## config.mk

```make
export PLATFORM = sky130hd
export DESIGN_NAME = ldpc_cn_minsum_flat
export DESIGN_NICKNAME = d
export VERILOG_FILES = /design/src/rtl/ldpc_cn_minsum_if.sv /design/src/rtl/ldpc_cn_minsum.sv /design/src/flat_wrapper.sv
export SDC_FILE = /design/constraint.sdc
export NUM_CORES = 1
export LEC_CHECK = 0
export CORE_MARGIN = 5
export CORE_UTILIZATION = 40
export DETAILED_ROUTE_END_ITERATION = 6
export PLACE_DENSITY = 0.74
export SYNTH_ARGS = -nofsm -noshare
export SYNTH_HDL_FRONTEND = slang
export SYNTH_SLANG_ARGS = --single-unit
export TNS_END_PERCENT = 1
```

## constraint.sdc

```tcl
create_clock -name i_clock -period 50 [get_ports i_clock]
set_input_delay 10 -clock i_clock [delete_from_list [all_inputs] [get_ports i_clock]]
set_output_delay 10 -clock i_clock [all_outputs]
set_load 0.01 [all_outputs]
```

## src/rtl/ldpc_cn_minsum_if.sv

```systemverilog
// Lane-packed stream used on both sides of the min-sum check node:
// eight magnitudes plus eight sign bits per beat, with a row-end marker.
interface ldpc_cn_minsum_if #(
  parameter int WIDTH = 16
);
  // A beat transfers on a rising clock edge where valid && ready. The master
  // holds mag/sign/last stable while valid && !ready; ready may change freely.
  logic [8*WIDTH-1:0] mag;
  logic [7:0]         sign;
  logic               valid;
  logic               last;
  logic               ready;

  modport master (output mag, output sign, output valid, output last, input ready);
  modport slave  (input mag, input sign, input valid, input last, output ready);
endinterface

```

## src/rtl/ldpc_cn_minsum.sv

```systemverilog
// Offset-min-sum LDPC check node: accumulates one row of up to MAX_BEATS
// eight-lane beats, then replays the row with extrinsic magnitudes and signs.
module ldpc_cn_minsum #(
  parameter int WIDTH     = 16,
  parameter int MAX_BEATS = 8,
  parameter int OFFSET    = 0
) (
  input  logic                    i_clock,
  input  logic                    i_reset,
  ldpc_cn_minsum_if.slave         in_if,
  ldpc_cn_minsum_if.master        out_if,
  output logic [1:0]              dbg_state
);

  localparam int IDX_W  = $clog2(MAX_BEATS * 8);
  localparam int CNT_W  = $clog2(MAX_BEATS + 1);
  localparam int BEAT_W = (MAX_BEATS > 1) ? $clog2(MAX_BEATS) : 1;
  localparam logic [WIDTH-1:0] OFF = WIDTH'(OFFSET);

  typedef enum logic [1:0] {
    IDLE  = 2'd0,
    ACCUM = 2'd1,
    EMIT  = 2'd2
  } state_t;

  state_t             state;
  state_t             state_nxt;
  logic [CNT_W-1:0]   in_cnt;
  logic [CNT_W-1:0]   out_cnt;
  logic [WIDTH-1:0]   min1;
  logic [WIDTH-1:0]   min2;
  logic [IDX_W-1:0]   min1_idx;
  logic               sign_prod;
  logic [7:0]         sign_mem [MAX_BEATS];

  logic               accept;
  logic               xfer;
  logic               row_end;
  logic               out_end;
  logic [BEAT_W-1:0]  in_beat;
  logic [BEAT_W-1:0]  out_beat;

  logic [WIDTH-1:0]   c_min1;
  logic [WIDTH-1:0]   c_min2;
  logic [IDX_W-1:0]   c_idx;
  logic               c_sign_prod;
  logic [WIDTH-1:0]   lane_mag;
  logic [WIDTH-1:0]   lane_sel;

  assign in_if.ready  = !i_reset && (state != EMIT);
  assign out_if.valid = !i_reset && (state == EMIT);
  assign accept       = in_if.valid && in_if.ready;
  assign xfer         = out_if.valid && out_if.ready;
  assign row_end      = in_if.last || (int'(in_cnt) == MAX_BEATS - 1);
  assign out_end      = (out_cnt == in_cnt - CNT_W'(1));
  assign in_beat      = BEAT_W'(in_cnt);
  assign out_beat     = BEAT_W'(out_cnt);
  assign dbg_state    = state;

  always_comb begin
    state_nxt = state;
    case (state)
      IDLE:    if (accept) state_nxt = row_end ? EMIT : ACCUM;
      ACCUM:   if (accept && row_end) state_nxt = EMIT;
      EMIT:    if (xfer && out_end) state_nxt = IDLE;
      default: state_nxt = IDLE;
    endcase
  end

  // Trackers restart from all-ones on a row's first beat. Lanes are scanned in
  // index order with strict '<' so min1 keeps the lowest index on ties, while
  // an equal value elsewhere still lands in min2.
  always_comb begin
    c_min1      = (state == IDLE) ? '1 : min1;
    c_min2      = (state == IDLE) ? '1 : min2;
    c_idx       = (state == IDLE) ? '0 : min1_idx;
    c_sign_prod = (state == IDLE) ? 1'b0 : sign_prod;
    lane_mag    = '0;
    for (int k = 0; k < 8; k++) begin
      lane_mag = in_if.mag[k*WIDTH +: WIDTH];
      if (lane_mag < c_min1) begin
        c_min2 = c_min1;
        c_min1 = lane_mag;
        c_idx  = IDX_W'(int'(in_cnt) * 8 + k);
      end else if (lane_mag < c_min2) begin
        c_min2 = lane_mag;
      end
    end
    c_sign_prod = c_sign_prod ^ (^in_if.sign);
  end

  always_comb begin
    out_if.mag  = '0;
    out_if.sign = '0;
    out_if.last = 1'b0;
    lane_sel    = '0;
    if (out_if.valid) begin
      for (int k = 0; k < 8; k++) begin
        lane_sel = (int'(out_cnt) * 8 + k == int'(min1_idx)) ? min2 : min1;
        out_if.mag[k*WIDTH +: WIDTH] = (lane_sel > OFF) ? (lane_sel - OFF) : '0;
      end
      out_if.sign = sign_mem[out_beat] ^ {8{sign_prod}};
      out_if.last = out_end;
    end
  end

  always_ff @(posedge i_clock) begin
    if (i_reset) begin
      state     <= IDLE;
      in_cnt    <= '0;
      out_cnt   <= '0;
      min1      <= '0;
      min2      <= '0;
      min1_idx  <= '0;
      sign_prod <= 1'b0;
      for (int b = 0; b < MAX_BEATS; b++) sign_mem[b] <= '0;
    end else begin
      state <= state_nxt;
      if (accept) begin
        sign_mem[in_beat] <= in_if.sign;
        min1              <= c_min1;
        min2              <= c_min2;
        min1_idx          <= c_idx;
        sign_prod         <= c_sign_prod;
        in_cnt            <= in_cnt + CNT_W'(1);
      end
      if (xfer) begin
        if (out_end) begin
          out_cnt <= '0;
          in_cnt  <= '0;
        end else begin
          out_cnt <= out_cnt + CNT_W'(1);
        end
      end
    end
  end

endmodule

```

## src/flat_wrapper.sv

```systemverilog
// flat-port wrapper written by rule: the top's interface ports become plain ports
module ldpc_cn_minsum_flat 
#(
  parameter int WIDTH     = 16,
  parameter int MAX_BEATS = 8,
  parameter int OFFSET    = 0
)
  (i_clock, i_reset, dbg_state, in_if_mag, in_if_sign, in_if_valid, in_if_last, in_if_ready, out_if_mag, out_if_sign, out_if_valid, out_if_last, out_if_ready);
  ldpc_cn_minsum_if #(.WIDTH(WIDTH)) in_if_i ();
  ldpc_cn_minsum_if #(.WIDTH(WIDTH)) out_if_i ();
  input  logic i_clock;
  input  logic i_reset;
  output logic [1:0] dbg_state;
  input wire logic [$bits(in_if_i.mag)-1:0] in_if_mag;
  input wire logic [$bits(in_if_i.sign)-1:0] in_if_sign;
  input wire logic [$bits(in_if_i.valid)-1:0] in_if_valid;
  input wire logic [$bits(in_if_i.last)-1:0] in_if_last;
  output wire logic [$bits(in_if_i.ready)-1:0] in_if_ready;
  output wire logic [$bits(out_if_i.mag)-1:0] out_if_mag;
  output wire logic [$bits(out_if_i.sign)-1:0] out_if_sign;
  output wire logic [$bits(out_if_i.valid)-1:0] out_if_valid;
  output wire logic [$bits(out_if_i.last)-1:0] out_if_last;
  input wire logic [$bits(out_if_i.ready)-1:0] out_if_ready;
  assign in_if_i.mag = in_if_mag;
  assign in_if_i.sign = in_if_sign;
  assign in_if_i.valid = in_if_valid;
  assign in_if_i.last = in_if_last;
  assign in_if_ready = in_if_i.ready;
  assign out_if_mag = out_if_i.mag;
  assign out_if_sign = out_if_i.sign;
  assign out_if_valid = out_if_i.valid;
  assign out_if_last = out_if_i.last;
  assign out_if_i.ready = out_if_ready;
  ldpc_cn_minsum #(.WIDTH(WIDTH), .MAX_BEATS(MAX_BEATS), .OFFSET(OFFSET)) u_core (.i_clock(i_clock), .i_reset(i_reset), .in_if(in_if_i), .out_if(out_if_i), .dbg_state(dbg_state));
endmodule
```

==> impl_metrics.csv <==
group,metric,value,unit
status,status,"finished, final reports clean",
min_path,hold_class,"reg2reg",
worst_setup_path,critPathBufInv,5,
timing,fin_crit_sh,66.74,%
timing,slew_headroom,16.43,%
cts,clk_latency,420,ps
place,gp_congestion,0.9505,
worst_setup_path,cp.required,50310,ps
cts,clk_path_buf_depth,2,
cts,h-tree-depth,4,
place,place_hpwl,52640,um
route,routedWlPerCell,21.56,um
synth,syn_area_per_cell,7.491,um2
cts,cts-root-buf,"clkbuf_16",
synth,synth.area.top_cells,"ha_1 16%, edfxtp_1 11%, mux2i_1 8.8%, nor2_1 7.4%, dfxtp_1 6.0%",
power,switching_share,53.35,%
synth,syn_nets,2706,
cts,cts_setup_buffers,0,
synth,seq_area_frac_synth,16.94,%
floorplan,io-pin-count,282,
route,postRouteWirelength,67060,um
layout,nets,2881,
floorplan,rows,76,
timing,setup_violations,0,
power,seqPwrFrac,11.1,%
synth,synth_seq_cells,116,
floorplan,die_x,219.1,um
route,vias,18650,
synth,synth-async-reset-ratio,0,%
global_route,overflow,0,
cts,tritoncts,"yes",
synth,synth_top_area_share,16.45,%
timing,slew_viol_final,0,
place,preCtsSetupSlack,16610,ps
worst_setup_path,max_stage_delay,920,ps
worst_setup_path,r2r_slack,25440,ps
synth,ys.flop_type,"edfxtp_1",
job,maxCapViolCount,0,
worst_setup_path,crit_path_end_kind,"flip-flop",
synth,synth_warnings,0,
cts,numCtsBuffers,17,
synth,synthTopCellsByCount,"344 x nor2_1, 230 x ha_1, 227 x nand2_1, 178 x a21oi_1, 155 x o21ai_0",
floorplan,die_y,219.1,um
layout,area_growth,21.74,%
global_route,grt_max_degree,68,
worst_setup_path,critical_path.startpoint,"in_if_mag[11]",
cts,cts_hold_buf,0,
synth,syn_area,17490,um2
worst_setup_path,crit_arrival,33680,ps
worst_setup_path,crit_family,"compound AO/OA/AOI/OAI gates",
worst_setup_path,worstSetupEndpoint,"u_core.min2[4]$_SDFFE_PP0P_",
cts,cts_resized,0,
power,p_clk_share,10.7,%
worst_setup_path,critPathSlowestCell,"or4_1",
synth,synth_edf_count,64,
route,drt_iter0_markers,1823,
power,power.density,53.09,nW/um2
worst_setup_path,critical_path_depth,87,
synth,ys_types,92,
timing,hold_viol_final,0,
route,avgViaCountPerCell,5.995,
place,port_buffers,281,
timing,worst_slew_pin_slew,1248,ps
layout,fillers,4167,
worst_setup_path,startpoint_type,"input port",
global_route,grt_usage,26.33,%
route,postRouteAntennaNets,0,
worst_setup_path,crit_path_max_fanout,64,
timing,layout_setup_ws,16630,ps
timing,max_freq,0.02997,GHz
synth,synth.most_common_cell,"nor2_1",
worst_setup_path,r2r-end,"u_core.min2[4]$_SDFFE_PP0P_",
floorplan,die_area,48010,um2
timing,final.setup.tns,0,ps
layout,final_cells,3111,
floorplan,core_area,43170,um2
synth,syn_inst,2335,
timing,finClkSkew,10.72,ps
power,vdd_drop_max,0.03807,mV
cts,clock-sinks,116,
synth,synth_area_leader_cell,"ha_1",
worst_setup_path,reg2regPathDepth,89,
power,p_comb_share,78.2,%
worst_setup_path,cp_common_cell,"a21oi_1",
worst_setup_path,path_class,"in2reg",
route,drc,0,
floorplan,initial_core_util,40.51,%
timing,fin_crit,33370,ps
global_route,grt_pass1_wl,100500,um
layout,drive_gt1_share,6.500,%
global_route,first_global_vias,17600,
power,p_leak,0.008952,uW
route,firstDrtPassIters,6,
power,p_switching,603.0,uW
power,p_int,527.4,uW
worst_setup_path,r2r-start,"u_core.dbg_state[0]$_SDFFE_PP0P_",
global_route,antenna_found_initial,3,
cts,cts.clk_slew.worst_paths,60,ps
timing,grt_setup_unrepaired,"false",
place,dp_cells,3076,
==> layer usage <==
layer	GRT usage, %	up-vias	wire length, um	part of all wire (%)
li1	-	8848	-	-
met4	9.315	0	2176	3.2
met5	0	-	0	0
met2	44.97	834	32150	48
met1	33.93	8807	27850	42
met3	3.918	160	4887	7.3
==> worst reg2reg max path, delay by kind of cell, from the launching register on <==
kind | cells | cell delay, ps
mux | 2 | 710
flops | 1 | 380
fa+ha+maj | 8 | 2610
buf+inv | 5 | 1950
simple gates | 23 | 5050
compound gates | 51 | 13710
==> layout make-up <==
| type | count | area [um2] | share of cell area (%) |
|---|---|---|---|
| diodes | 3 | 7.507 | 0.03526 |
| multi-input cells | 1970 | 13620 | 63.97 |
| flip-flops and latches | 116 | 2963 | 13.91 |
| well taps | 585 | 732.0 | 3.438 |
| clock buffers | 18 | 429.2 | 2.016 |
| repair buffers | 312 | 3040 | 14.28 |
| clock inverters | 14 | 150.1 | 0.7051 |
| inverters | 93 | 349.1 | 1.639 |
==> flip-flops by register name, summed over array words and instances (netlist names), named ones only <==
signal	count
u_core.out_cnt	4
u_core.in_cnt	4
u_core.dbg_state	2
u_core.sign_mem	64
u_core.min2	16
u_core.sign_prod	1
u_core.min1	16
u_core.min1_idx	6
==> worst min path at each step <==
stage	startpoint	to	slack, ps	cells past startpoint
floorplan	u_core.min1_idx[5]$_SDFFE_PP0P_	u_core.min1_idx[5]$_SDFFE_PP0P_	460	1
global placement	u_core.min1_idx[5]$_SDFFE_PP0P_	u_core.min1_idx[5]$_SDFFE_PP0P_	480	1
detailed placement	u_core.min1_idx[3]$_SDFFE_PP0P_	u_core.min1_idx[3]$_SDFFE_PP0P_	490	1
CTS	u_core.min1_idx[4]$_SDFFE_PP0P_	u_core.min1_idx[4]$_SDFFE_PP0P_	500	1
global route	u_core.min1_idx[4]$_SDFFE_PP0P_	u_core.min1_idx[4]$_SDFFE_PP0P_	520	1
finish	u_core.min1[9]$_SDFFE_PP0P_	u_core.min1[9]$_SDFFE_PP0P_	500	2
==> cell families (layout without fill, tap and decap cells) <==
family                   after synthesis  count (layout)  synth area share, %
AO/OA/AOI/OAI                        615             615                22.96
XOR/XNOR                              31              31                1.552
adder cells (fa/ha/maj)              232             232                16.57
buffers and inverters                249             437                5.458
flip-flops                           116             116                16.94
multiplexers                         199             199                12.98
other                                  0               3                    0
AND/OR/NAND/NOR                      893             893                23.54
==> cell usage in the layout (no fill, tap or decap), drive strengths merged, types with 23 or more instances in the layout <==
master | netlist | routed
dfxtp | 52 | 52
nor3 | 36 | 36
clkdlybuf4s50 | 0 | 280
nor2 | 345 | 345
inv | 93 | 98
nand3 | 36 | 36
edfxtp | 64 | 64
buf | 25 | 32
nand4 | 40 | 40
and2 | 72 | 72
a211oi | 73 | 73
mux2 | 29 | 29
mux2i | 154 | 154
a21oi | 178 | 178
o211ai | 28 | 28
ha | 230 | 230
o21ai | 161 | 161
nand2 | 227 | 227
or3 | 23 | 23
a21o | 59 | 59
nor2b | 29 | 29
==> power groups by stage <==
stage               clock [uW]  combinational [uW]  sequential, uW
finish                     120                 884             126
floorplan                    0                 666             114
global placement             0                 840             126
CTS                        121                 871             125
detailed placement           0                 863             127
global route               126                 973             126
==> metrics by stage <==
step                instance area, um2  utilization [%]  hold WS [ps]  power, uW
finish                           21290            49.32         501.7       1130
global route                     21290            49.32         518.1       1226
CTS                              21290            49.30         500.2       1116
detailed placement               20710            47.96         487.6      990.0
global placement                 20710            47.96         477.2      965.7
floorplan                        17490                -         461.7      779.6
Note: power is estimated with default switching activity, not from simulation.
